===== src/rtl/instr_encoder.sv =====
// instr_encoder: packs decoded RISC-V fields (I/S/B/R) into 32-bit instruction
// words, range/alignment-checks the immediate, and tags each emitted word with
// an auto-incrementing word address for loading instruction memory.
//
// Handshake (both sides): a beat moves when valid && ready on the same rising
// edge; a source holds valid and its payload stable until that edge.
// in_ready = !out_valid || out_ready, so the single output register streams
// one word per cycle without bubbles while out_ready is high.
module instr_encoder #(
  parameter int ADDR_W = 10
) (
  input  logic              clk,
  input  logic              rst,
  input  logic              in_valid,
  output logic              in_ready,
  input  logic [1:0]        in_fmt,
  input  logic [6:0]        in_opcode,
  input  logic [4:0]        in_rd,
  input  logic [4:0]        in_rs1,
  input  logic [4:0]        in_rs2,
  input  logic [2:0]        in_funct3,
  input  logic [6:0]        in_funct7,
  input  logic [31:0]       in_imm,
  input  logic              addr_clr,
  output logic              out_valid,
  input  logic              out_ready,
  output logic [31:0]       out_instr,
  output logic [ADDR_W-1:0] out_addr,
  output logic              err,
  output logic [1:0]        err_code,
  output logic [7:0]        err_cnt
);

  // Instruction formats
  localparam logic [1:0] FMT_I = 2'd0;
  localparam logic [1:0] FMT_S = 2'd1;
  localparam logic [1:0] FMT_B = 2'd2;
  localparam logic [1:0] FMT_R = 2'd3;

  // Rejection codes reported on err_code
  localparam logic [1:0] ERR_NONE  = 2'd0;
  localparam logic [1:0] ERR_RANGE = 2'd1;
  localparam logic [1:0] ERR_ALIGN = 2'd2;

  localparam logic [7:0] ERR_CNT_MAX = 8'hFF;

  // Signed immediate bounds
  localparam logic signed [31:0] IMM12_MIN = -32'sd2048;
  localparam logic signed [31:0] IMM12_MAX = 32'sd2047;
  localparam logic signed [31:0] IMMB_MIN  = -32'sd4096;
  localparam logic signed [31:0] IMMB_MAX  = 32'sd4094;

  logic signed [31:0] imm_s;
  logic               range_ok_12;
  logic               range_ok_b;
  logic               align_ok_b;
  logic [1:0]         rej_code;
  logic               legal;
  logic [31:0]        packed_word;

  logic               accept;
  logic               take;
  logic               reject;
  logic               xfer;

  logic [ADDR_W-1:0]  addr_cnt;
  logic [ADDR_W-1:0]  addr_assign;

  assign imm_s = $signed(in_imm);

  // Range tests are full 32-bit signed compares so an immediate with garbage
  // in the upper bits can never alias into range.
  assign range_ok_12 = (imm_s >= IMM12_MIN) && (imm_s <= IMM12_MAX);
  assign range_ok_b  = (imm_s >= IMMB_MIN)  && (imm_s <= IMMB_MAX);
  assign align_ok_b  = ~in_imm[0];

  // Legality: range is tested before alignment, so an odd out-of-range branch
  // offset reports a range error.
  always_comb begin
    rej_code = ERR_NONE;
    case (in_fmt)
      FMT_I, FMT_S: begin
        if (!range_ok_12) rej_code = ERR_RANGE;
      end
      FMT_B: begin
        if (!range_ok_b)      rej_code = ERR_RANGE;
        else if (!align_ok_b) rej_code = ERR_ALIGN;
      end
      default: rej_code = ERR_NONE;
    endcase
  end

  assign legal = (rej_code == ERR_NONE);

  // Bit packing: exact inverse of the datapath immediate extraction.
  always_comb begin
    packed_word = 32'h0;
    case (in_fmt)
      FMT_I: packed_word = {in_imm[11:0], in_rs1, in_funct3, in_rd, in_opcode};
      FMT_S: packed_word = {in_imm[11:5], in_rs2, in_rs1, in_funct3,
                            in_imm[4:0], in_opcode};
      FMT_B: packed_word = {in_imm[12], in_imm[10:5], in_rs2, in_rs1, in_funct3,
                            in_imm[4:1], in_imm[11], in_opcode};
      FMT_R: packed_word = {in_funct7, in_rs2, in_rs1, in_funct3, in_rd,
                            in_opcode};
      default: packed_word = 32'h0;
    endcase
  end

  assign in_ready = !out_valid || out_ready;
  assign accept   = in_valid && in_ready;
  assign take     = accept && legal;
  assign reject   = accept && !legal;
  assign xfer     = out_valid && out_ready;

  // A clear coinciding with an accept hands address 0 to that word.
  assign addr_assign = addr_clr ? '0 : addr_cnt;

  // Output register: load on a legal accept, drain on transfer otherwise.
  always_ff @(posedge clk) begin
    if (rst) begin
      out_valid <= 1'b0;
      out_instr <= 32'h0;
      out_addr  <= '0;
    end else if (take) begin
      out_valid <= 1'b1;
      out_instr <= packed_word;
      out_addr  <= addr_assign;
    end else if (xfer) begin
      out_valid <= 1'b0;
    end
  end

  // Word-address counter: advances only on legal accepts, wraps naturally.
  always_ff @(posedge clk) begin
    if (rst) begin
      addr_cnt <= '0;
    end else if (take) begin
      addr_cnt <= addr_assign + ADDR_W'(1);
    end else if (addr_clr) begin
      addr_cnt <= '0;
    end
  end

  // Error state: sticky flag, last code, saturating rejection count.
  always_ff @(posedge clk) begin
    if (rst) begin
      err      <= 1'b0;
      err_code <= ERR_NONE;
      err_cnt  <= 8'h0;
    end else if (reject) begin
      err      <= 1'b1;
      err_code <= rej_code;
      if (err_cnt != ERR_CNT_MAX) err_cnt <= err_cnt + 8'd1;
    end
  end

endmodule

===== config.mk =====
export PLATFORM = sky130hd
export DESIGN_NAME = instr_encoder
export DESIGN_NICKNAME = d
export VERILOG_FILES = /design/src/rtl/instr_encoder.sv
export SDC_FILE = /design/constraint.sdc
export NUM_CORES = 1
export LEC_CHECK = 0
export BUFFER_PORTS_ARGS = -buffer_cell sky130_fd_sc_hd__buf_2
export CAP_MARGIN = 20
export CORE_MARGIN = 3
export CORE_UTILIZATION = 51
export CTS_CLUSTER_SIZE = 10
export DETAILED_ROUTE_END_ITERATION = 10
export GPL_TIMING_DRIVEN = 0
export PLACE_DENSITY_LB_ADDON = 0.1
export REMOVE_ABC_BUFFERS = 1
export SYNTH_ARGS = -nofsm -noshare
export SYNTH_HDL_FRONTEND = slang
export SYNTH_SLANG_ARGS = --single-unit

===== constraint.sdc =====
create_clock -name clk -period 5.2 [get_ports clk]
set_input_delay 1.04 -clock clk [delete_from_list [all_inputs] [get_ports clk]]
set_output_delay 1.04 -clock clk [all_outputs]
set_load 0.05 [all_outputs]

== Word-level counts from Yosys, hierarchy flattened ==
Index checks and enable logic that the tools add are counted.

* Flip-flop bits (word level): 64

* $add $sub $neg: 2
* $lt $le $gt $ge: 4
* Eq/ne operators: 4
* Muxes and demuxes: 9
* Reduce and logical (&&, ||, !) cells: 14

{| class="wikitable"
|+ Operator list
! operator !! number
|-
| 32-bit case mux with 4 select lines || 1
|-
| 32-bit by 12-bit >= comparator with 1-bit output (second input constant) || 1
|-
| 32-bit by 13-bit >= comparator with 1-bit output (second input constant) || 1
|-
| 32-bit by 12-bit less-or-equal comparator with 1-bit output (second input constant) || 1
|-
| 32-bit by 13-bit less-or-equal comparator with 1-bit output (second input constant) || 1
|-
| 10-bit two-way mux || 2
|-
| 10-bit by 1-bit adder with 10-bit output (second input constant) || 1
|-
| 8-bit by 1-bit adder with 8-bit output (second input constant) || 1
|-
| 8-bit inequality test (second input constant) || 1
|-
| 1-bit logical AND || 6
|-
| 2-bit == test (second input constant) || 2
|-
| 2-bit zero test || 2
|-
| 2-bit two-way mux || 2
|-
| 2-bit case mux with 2 select lines || 1
|-
| 1-bit two-way mux || 3
|-
| 2-bit by 1-bit == test with 1-bit output (second input constant) || 1
|-
| 1-bit zero test || 2
|-
| 2-bit AND reduction || 1
|-
| 2-bit nonzero test || 1
|-
| 2-bit OR reduction || 1
|-
| 1-bit logical OR || 1
|}

== Depth between registers and ports, before layout ==
Gate-level depths: netlist (run 1).

* Word-level depth: 8
* Mapped depth: 10

== Worst setup path after synthesis (run 1) ==
OpenSTA, ideal clock, no wires.

* Kind: input-to-reg
* Start point: input port out_ready
* End point: register addr_cnt[9]
* Arrival time: 2.949 ns
* Data required time: 5.130 ns
* Slack: 2.181 ns
* Cell stages on the path: 8
* Cells stage by stage: nand2b_1 > and2_1 > clkbuf_1 > and3_1 > nand2_2 > buf_6 > or4_1 > a21oi_1

* Cells in the longest elaborated chain, start to end: 4

{| class="wikitable"
|+ RTL lines
! what !! line !! text
|-
| start: declaration || 26 || <nowiki>input logic out_ready,</nowiki>
|-
| 1-bit logical OR || 110 || <nowiki>assign in_ready = !out_valid || out_ready;</nowiki>
|-
| 1-bit logical AND || 111 || <nowiki>assign accept = in_valid && in_ready;</nowiki>
|-
| 1-bit logical AND || 112 || <nowiki>assign take = accept && legal;</nowiki>
|-
| 10-bit two-way mux || 138 || <nowiki>end else if (take) begin</nowiki>
|-
| end signal: assignment || 139 || <nowiki>addr_cnt <= addr_assign + ADDR_W'(1);</nowiki>
|-
| end: declaration || 66 || <nowiki>logic [ADDR_W-1:0] addr_cnt;</nowiki>
|}

Every way passes these cells.
A chain may end at the register's enable or synchronous reset.

== Worst setup path after layout (run 1) ==
* Start point: input port in_imm[21]
* End point: register addr_cnt[8]

* Cells in the longest elaborated chain, start to end: 7
* Elaborated cells on any way between the ends: 12
* Classes of those cells: order compare: 4; mux: 4; reduce/logical: 4

{| class="wikitable"
|+ RTL lines
! what !! line !! text
|-
| start: declaration || 23 || <nowiki>input logic [31:0] in_imm,</nowiki>
|-
| 32-bit by 13-bit >= comparator with 1-bit output, or another cell as far along || 74 || <nowiki>assign range_ok_b = (imm_s >= IMMB_MIN) && (imm_s <= IMMB_MAX);</nowiki>
|-
| 1-bit logical AND, on equally long branches || 74, 73 ||
|-
| 2-bit two-way mux / 1-bit two-way mux (equally long branches) || 86, 83 ||
|-
| 2-bit case mux with 2 select lines (*) || 81 || <nowiki>case (in_fmt)</nowiki>
|-
| 2-bit zero test (*) || 93 || <nowiki>assign legal = (rej_code == ERR_NONE);</nowiki>
|-
| 1-bit logical AND (*) || 112 ||
|-
| 10-bit two-way mux (*) || 138 ||
|}

Mark *: on every way between the ends. The rest lies on a longest branch, timed or not.

==> summary.txt, run 1 <==
Synth
  • Xor and xnor area share after synthesis: 0.0270
  • Sequential-to-total area share from yosys stat: 0.439
  • FF+latch count, synth: 64
  • Commonest register cell after synthesis: dfxtp_1
  • Largest family of logic cells by synthesized area: simple AND/OR/NAND/NOR gates
  • Synth async-reset ratio: 0
  • Mapped Area: 2920 um^2
  • Synth Area in Adders: 0.00858
  • Post-synth EDFFs: 0
  • Synth Area in Simple Gates: 0.293
  • Post-synthesis compound-gate area fraction: 0.159
  • Mux contribution to synthesized area: 0.0313
  • Synth Warn #: 0
  • Syn_area_per_cell: 7.97 um^2
  • Cells after Synth: 366
  • Post-synth cell types: 41

Outcome
  • Status: complete, no violations

GRT
  • Vias in the first global route: 2848
  • Initial antenna violation count: 0
  • First-pass GRT wire length: 12.3 mm
  • GRT Overall Usage: 0.235
  • Largest net degree at the start of global routing: 61
  • Total grt overflow: 0

Drt
  • Antenna viol nets, final: 0
  • Pre-Repair DR Iteration Count: 4
  • Wire per inst: 13.7 um
  • Drt via density: 5.43
  • DRT iter0 DRCs: 92
  • WL final: 7.61 mm
  • DRC Markers: 0
  • Via count: 3007

Timing
  • Slew Limit Fails: 0
  • Tcrit/Tclk final: 0.610
  • Tmin final: 3.17 ns
  • Slew headroom: 0.521
  • Final worst setup slack: 2.03 ns
  • Max Clk Rate: 0.315 GHz
  • Endpoints failing hold: 0
  • Final Setup Violations: 0
  • Least-Margin Pin Slew: 0.717 ns
  • Setup Skew: 0.00722 ns
  • Unrepaired setup endpoints after global routing: false

Die
  • Row count: 26
  • Die Area: 6670 um^2
  • Horiz. Die Dim: 81.6 um
  • Core area: 5300 um^2
  • Top-Level Pins: 126
  • Die Ht: 81.6 um
  • Initial Util: 0.550

Placed design
  • DP HPWL: 5.23 mm
  • RePlAce Congestion: 0.806
  • Port bufs: 125
  • Pre-CTS setup slack: 1.66 ns

Pwr
  • Cell Pwr Density: 304 nW/um^2
  • Pwr Total: 1.15 mW
  • Worst vdd ir: 153 uV
  • Leakage power: 1.64 nW

Setup path
  • WP data required: 5.46 ns
  • CP Capture Type: register
  • Kind of start point of the critical path: primary input
  • Worst EP arrival: 3.43 ns
  • CP Class: in -> reg
  • CP max FO: 39

Clock tree
  • Root buf cell: clkbuf_8
  • Hold buffer count at cts: 0
  • Clock transition at path regs: 0.07 ns
  • Post-CTS sizing: 0
  • Postcts setup bufs: 0
  • Clock tree sinks: 64
  • CTS tree: done
  • CTS H-tree depth: 3
  • CTS buffer count: 9
  • CTS Buffer Depth: 2
  • Worst-skew pair later-pin latency: 0.33 ns

Finish
  • Area delta synth->final: 30.2%
  • Commonest non-fill, non-tap cell in the layout: buf_2
  • Diodes inserted: 0
  • Commonest non-fill, non-tap cells in the layout: 125 x buf_2, 72 x nand2_1, 64 x dfxtp_1
  • Area taken by multi-input logic gates: 1520 um^2
  • Nets@finish: 553
  • Layout cells sized above 1: 0.304
  • Register area: 1280 um^2
  • Filler Cells Inserted: 445

Run
  • Max cap viols: 0

Hold path
  • Min-Delay Path Class: reg -> reg
## per-stage QoR
| stage | util | area, um^2 | hold slack, ns | TNS, ns | instances |
|---|---|---|---|---|---|
| finish | 0.716 | 3800 | 0.449 | 0 | 554 |
| global route | 0.716 | 3800 | 0.472 | 0 | 554 |
| CTS | 0.713 | 3780 | 0.452 | 0 | 553 |
| detailed placement | 0.671 | 3560 | 0.443 | 0 | 538 |
| global placement | 0.664 | 3520 | 0.434 | -1.48 | 537 |
| floorplan | - | 2810 | 0.447 | 0 | 342 |
## layer usage
metal  global-route usage  part of all wire  vias up
li1                     -                 -     1527
met5                    0                 0        -
met2                0.399              0.48      109
met1                0.277              0.42     1360
met3               0.0592             0.086       11
met4                0.108             0.017        0
## power breakdown
part	internal, mW	switching (mW)
clock network	0.293	0.185
logic	0.0532	0.111
registers	0.504	0.00736
## flip-flops by register name, summed over array words and instances (netlist names)
| signal | count |
|---|---|
| err | 1 |
| out_valid | 1 |
| err_code | 2 |
| addr_cnt | 10 |
| err_cnt | 8 |
| out_addr | 10 |
| out_instr | 32 |
## cell families after synthesis
logic type,after synthesis
AOI/OAI and AO/OA,73
muxes,9
adders and majority gates,2
buffers and inverters,28
DFF,64
and+or+nand+nor,181
xor gates and xnor gates,9
## worst paths after layout
path	end	slack (ns)	cells past startpoint	start
max	addr_cnt[8]	2.03	8	in_imm[21]
min	out_addr[9]	0.45	2	out_addr[9]
max reg2reg	addr_cnt[8]	2.91	6	out_valid
min reg2reg	out_addr[9]	0.45	2	out_addr[9]
## cell usage after synthesis (6+ instances only)
cell,count,area [um^2]
a311oi_1,12,105
mux2i_1,8,80.1
nand4_1,11,68.8
xnor2_1,7,61.3
nand3b_1,7,52.6
a21oi_1,37,185
nand3_1,21,105
nand2_1,72,270
nor4_1,7,43.8
buf_2,8,40.0
nor2_1,35,131
clkbuf_1,15,56.3
nor2b_1,6,37.5
o21ai_0,7,35.0
dfxtp_1,64,1280
## cell type report
type                       instances  share of cell area
clock buffer                      12              0.0408
clock inverter                     3              0.0171
inverter                           4             0.00395
multi-input combinational        274               0.401
sequential                        64               0.337
tap                               70              0.0231
timing repair buffer             127               0.177
## critical path, cell delays in order
cell,delay [ns]
buf_2,0.10
nor4_1,0.30
nand3_1,0.22
o31ai_2,0.26
o32a_2,0.29
nand2_2,0.42
or4_1,0.64
a21oi_1,0.15
(Power assumes the default switching activity.)
==> run 2, diff against run 1 <==
Settings changed: CORE_UTILIZATION 51 to 47.
Clock period 5.2 ns to 3.3 ns, I/O delays scaled along.
==> summary.txt, run 2 (synthesized netlist as in run 1, its figures left out) <==
Clock tree
  • Clock transition at path regs: 0.07 ns (about the same)
  • Post-CTS sizing: 0 (unchanged)
  • CTS Buffer Depth: 2 (unchanged)
  • CTS buffer count: 9 (unchanged)
  • Root buf cell: clkbuf_8
  • Worst-skew pair later-pin latency: 0.33 ns (about the same)
  • CTS tree: done
  • CTS H-tree depth: 3 (unchanged)
  • Clock tree sinks: 64 (unchanged)
  • Hold buffer count at cts: 0 (unchanged)
  • Postcts setup bufs: 0 (unchanged)

Die
  • Core area: 5960 um^2 (+12%)
  • Row count: 28 (+7.7%)
  • Die Ht: 84.8 um (+3.9%)
  • Horiz. Die Dim: 84.8 um (+3.9%)
  • Die Area: 7190 um^2 (+7.9%)
  • Top-Level Pins: 126 (unchanged)
  • Initial Util: 0.490 (-0.0603)

Setup path
  • Kind of start point of the critical path: primary input
  • Slowest-stage cell, CP: or4_1
  • Crit-path cells: buf_2 > nor4_1 > nand3_1 > o31ai_2 > o32a_2 > nand2_2 > or4_1 > a21oi_1
  • Slowest stage delay, CP: 0.65 ns (about the same)
  • Cell family with most CP delay: simple AND/OR/NAND/NOR gates
  • WP data required: 3.57 ns (-1.89 ns)
  • CP Class: in -> reg
  • WP buf/inv: 1 (unchanged)
  • Worst EP arrival: 3.04 ns (-0.39 ns)
  • CP max FO: 39 (unchanged)
  • CP Capture Type: register

Placed design
  • Inst Count DP: 543 (+0.93%)
  • Port bufs: 125 (unchanged)
  • Post-Place Cell Area: 3560 um^2 (about the same)
  • Pre-CTS setup slack: 0.185 ns (-1.48 ns)
  • DP HPWL: 5.18 mm (-0.98%)
  • RePlAce Congestion: 0.771 (-4.3%)

Run
  • Max cap viols: 0 (unchanged)

Timing
  • Max Clk Rate: 0.361 GHz
  • Slew Limit Fails: 0 (unchanged)
  • Least-Margin Pin Slew: 1.07 ns (+0.357 ns)
  • Final worst setup slack: 0.529 ns (-1.50 ns)
  • Tmin final: 2.77 ns
  • Endpoints failing hold: 0 (unchanged)
  • Setup TNS: 0 ns (unchanged)
  • Tcrit/Tclk final: 0.840
  • Unrepaired setup endpoints after global routing: false
  • Final Setup Violations: 0 (unchanged)
  • Worst hold slack: 0.448 ns (-0.00148 ns)
  • Setup Skew: 0.00484 ns (-0.00238 ns)
  • Slew headroom: 0.284 (-0.237)

Finish
  • Diodes inserted: 0 (unchanged)
  • Commonest non-fill, non-tap cells in the layout: 125 x buf_2, 72 x nand2_1, 64 x dfxtp_1
  • Commonest non-fill, non-tap cell in the layout: buf_2
  • Biggest register: out_instr
  • Largest regs: out_instr: 32 flops, addr_cnt: 10 flops, out_addr: 10 flops
  • Post-layout util: 0.630 (-0.0861)
  • Area delta synth->final: 28.6%
  • Nets@finish: 552 (-0.18%)
  • Final Cell Area: 3750 um^2 (-1.2%)
  • Largest register FFs: 32 (unchanged)
  • Layout Cells excl Fill: 559 (+0.90%)
  • Layout cells sized above 1: 0.306 (+0.00207)
  • Filler Cells Inserted: 561 (+26%)

Drt
  • Pre-Repair DR Iteration Count: 4 (unchanged)
  • Antenna viol nets, final: 0 (unchanged)
  • Drt via density: 5.26 (-3.0%)
  • DRT iter0 DRCs: 108 (+17%)
  • Via count: 2943 (-2.1%)
  • DRC Markers: 0 (unchanged)
  • WL final: 7.29 mm (-4.2%)
  • Wire per inst: 13.0 um (-5.1%)

Pwr
  • Cell Pwr Density: 459 nW/um^2 (+51%)
  • Leakage power: 1.61 nW (-1.8%)
  • Pwr Total: 1.72 mW (+49%)
  • Worst vdd ir: 281 uV (+83%)

Outcome
  • Status: complete, no violations

GRT
  • GRT Overall Usage: 0.204 (-0.0311)
  • Initial antenna violation count: 0 (unchanged)
  • Largest net degree at the start of global routing: 61 (unchanged)
  • Total grt overflow: 0 (unchanged)
  • Vias in the first global route: 2731 (-4.1%)
  • First-pass GRT wire length: 12.2 mm (-0.85%)

Hold path
  • Min-Delay Path Class: reg -> reg
-- run 2: report_power, final --
part	switching (mW)	leakage, nW	internal [mW]	total, mW
clock network	0.314	0.0952	0.348	0.662
logic	0.173	0.992	0.0811	0.254
registers	0.0111	0.520	0.794	0.805
total	0.498	1.61	1.22	1.72
-- run 2: final timing paths --
check	start	endpoint	slack, ns	cells past startpoint
max	in_imm[21]	addr_cnt[9]	0.53	8
min reg2reg	out_addr[6]	out_addr[6]	0.45	2
max reg2reg	out_valid	addr_cnt[9]	1.00	6
min	out_addr[6]	out_addr[6]	0.45	2
-- run 2: cell type report --
type	count	area, um^2	share of cell area
clock buffers	9	124	0.0330
flip-flops and latches	64	1280	0.341
clock inverters	7	72.6	0.0193
repair buffers	126	646	0.172
inverters	4	15.0	0.00400
multi-input cells	274	1520	0.405
well taps	75	93.8	0.0250
-- run 2: metal layers --
layer / vias to the layer above / wire length [um] / part of all wire / GRT usage
li1: 1519 / - / - / -
met1: 1334 / 3290 / 0.45 / 0.247
met2: 84 / 3440 / 0.47 / 0.349
met3: 6 / 488 / 0.067 / 0.0510
met4: 0 / 71 / 0.0097 / 0.0734
met5: - / 0 / 0 / 0
-- run 2: worst reg2reg max path: stages, from the launching register on --
cell and delay [ns]:
dfxtp_1 0.31, nand2b_1 0.12, and2_1 0.29, and3_1 0.26
nand2_2 0.42, or4_1 0.66, a21oi_1 0.16
==> run 3, diff against run 2 <==
Clock period 3.3 ns to 2.6 ns, I/O delays scaled along.
==> summary.txt, run 3 (synthesized netlist as in run 1, its figures left out) <==
Clock tree
  • CTS H-tree depth: 3 (unchanged)
  • CTS Buffer Depth: 2 (unchanged)
  • CTS buffer count: 9 (unchanged)
  • Worst-skew pair later-pin latency: 0.33 ns (about the same)
  • Postcts setup bufs: 0 (unchanged)
  • Clock transition at path regs: 0.08 ns (about the same)
  • CTS tree: done
  • Clock tree sinks: 64 (unchanged)
  • Root buf cell: clkbuf_8
  • Hold buffer count at cts: 0 (unchanged)

GRT
  • Total grt overflow: 0 (unchanged)
  • Largest net degree at the start of global routing: 61 (unchanged)
  • Vias in the first global route: 2725 (-0.22%)
  • GRT Overall Usage: 0.204 (+0.000204)
  • Initial antenna violation count: 0 (unchanged)
  • First-pass GRT wire length: 12.2 mm (about the same)

Die
  • Core area: 5960 um^2 (unchanged)
  • Initial Util: 0.490 (unchanged)
  • Die Ht: 84.8 um (unchanged)
  • Horiz. Die Dim: 84.8 um (unchanged)
  • Top-Level Pins: 126 (unchanged)
  • Row count: 28 (unchanged)
  • Die Area: 7190 um^2 (unchanged)

Drt
  • WL final: 7.48 mm (+2.7%)
  • Drt via density: 5.32 (+1.1%)
  • Antenna viol nets, final: 0 (unchanged)
  • DRT iter0 DRCs: 112 (+3.7%)
  • Via count: 2981 (+1.3%)
  • Wire per inst: 13.4 um (+2.5%)
  • DRC Markers: 0 (unchanged)
  • Pre-Repair DR Iteration Count: 4 (unchanged)

Setup path
  • WP data required: 2.87 ns (-0.70 ns)
  • CP Capture Type: register
  • CP max FO: 39 (unchanged)
  • Worst EP arrival: 2.66 ns (-0.38 ns)
  • Kind of start point of the critical path: primary input
  • CP Class: in -> reg
  • R2R setup slack: 0.53 ns (-0.47 ns)

Finish
  • Area delta synth->final: 29.6%
  • Layout Cells excl Fill: 560 (+0.18%)
  • Filler Cells Inserted: 558 (-0.53%)
  • Diodes inserted: 0 (unchanged)
  • Biggest register: out_instr
  • Final Cell Area: 3780 um^2 (+0.73%)
  • Layout cells sized above 1: 0.309 (+0.00349)
  • Largest register FFs: 32 (unchanged)
  • Commonest non-fill, non-tap cells in the layout: 125 x buf_2, 72 x nand2_1, 64 x dfxtp_1
  • Largest regs: out_instr: 32 flops, addr_cnt: 10 flops, out_addr: 10 flops
  • Nets@finish: 553 (+0.18%)
  • Commonest non-fill, non-tap cell in the layout: buf_2

Timing
  • Least-Margin Pin Slew: 1.08 ns (+0.00978 ns)
  • Tcrit/Tclk final: 0.920
  • Endpoints failing hold: 0 (unchanged)
  • Tmin final: 2.39 ns
  • Setup Skew: 0.00492 ns (+0.0000801 ns)
  • Max Clk Rate: 0.418 GHz
  • Slew headroom: 0.277 (-0.00652)
  • Final Setup Violations: 0 (unchanged)
  • Unrepaired setup endpoints after global routing: false
  • Slew Limit Fails: 0 (unchanged)

Pwr
  • Internal power: 1.55 mW (+27%)
  • Clock network power share: 0.385 (about the same)
  • Worst vdd ir: 357 uV (+27%)
  • Cell Pwr Density: 581 nW/um^2 (+27%)
  • Pwr Total: 2.20 mW (+28%)
  • Comb pwr share: 0.150 (+0.002)
  • Leakage power: 1.61 nW (+0.39%)
  • Switch share: 0.292 (+0.00293)
  • Switching pwr: 642 uW (+29%)
  • Share of power burned in registers: 0.465 (-0.003)

Placed design
  • Post-Place Cell Area: 3560 um^2 (unchanged)
  • RePlAce Congestion: 0.771 (unchanged)
  • Port bufs: 125 (unchanged)
  • DP HPWL: 5.18 mm (unchanged)
  • Inst Count DP: 543 (unchanged)

Hold path
  • Min-Delay Path Class: in -> reg

Outcome
  • Status: complete, no violations

Run
  • Max cap viols: 0 (unchanged)
-- run 3: changes by cell type in the layout (fill, tap and decap cells not counted), sizes merged --
cell / before / now
nor2: 35 / 36
-- run 3: final cells by class --
type | count | area [um^2] | area share
clock buffer | 9 | 124 | 0.0328
clock inverter | 7 | 72.6 | 0.0192
inverter | 4 | 15.0 | 0.00397
multi-input combinational | 275 | 1550 | 0.410
sequential | 64 | 1280 | 0.339
tap | 75 | 93.8 | 0.0248
timing repair buffer | 126 | 646 | 0.171
-- run 3: final timing paths --
check | start | endpoint | cells past startpoint
hold / removal | in_rs1[1] | out_instr[16] | 3
setup / recovery | in_imm[21] | addr_cnt[9] | 8
hold reg to reg | out_addr[8] | out_addr[8] | 2
setup reg to reg | out_valid | addr_cnt[9] | 6
-- run 3: timing repair --
| action | in CTS | in global routing |
|---|---|---|
| pin swaps | 0 | 1 |
| gates resized for setup | 1 | 2 |
| cloned | 0 | 1 |
| endpoints found under the setup margin | 3 | 26 |
-- run 3: metal layers --
layer / wire length (um) / share of wire / up-vias / global-route usage
met5: 0 / 0 / - / 0
met4: 71 / 0.0095 / 0 / 0.0734
met3: 512 / 0.068 / 6 / 0.0510
met2: 3550 / 0.47 / 88 / 0.349
met1: 3350 / 0.45 / 1367 / 0.247
li1: - / - / 1520 / -
-- run 3: power groups by stage --
stage                     registers [mW]  clock network (mW)  logic (mW)
after floorplan                     1.14                   0      0.0947
after global placement              1.04                   0       0.318
after detailed placement            1.04                   0       0.324
after CTS                           1.02               0.858       0.326
after global routing                1.03               0.905       0.357
final                               1.02               0.845       0.329
-- run 3: worst max-delay path, cell delays in order --
cell	delay [ns]
buf_2	0.10
nor4_1	0.28
nand3_1	0.19
o31ai_2	0.28
o32a_2	0.34
nand2_8	0.21
or4_1	0.55
a21oi_1	0.16
-- run 3: through the flow --
step | setup WS (ns) | utilization | setup TNS [ns] | hold WS [ns]
5_1_grt | 0.00938 | 0.635 | 0 | 0.407
2_1_floorplan | -1.12 | - | -45.10 | 0.447
3_3_place_gp | -2.26 | 0.593 | -95.01 | 0.435
6_report | 0.207 | 0.635 | 0 | 0.412
3_5_place_dp | -0.375 | 0.597 | -7.92 | 0.440
4_1_cts | 0.139 | 0.631 | 0 | 0.404
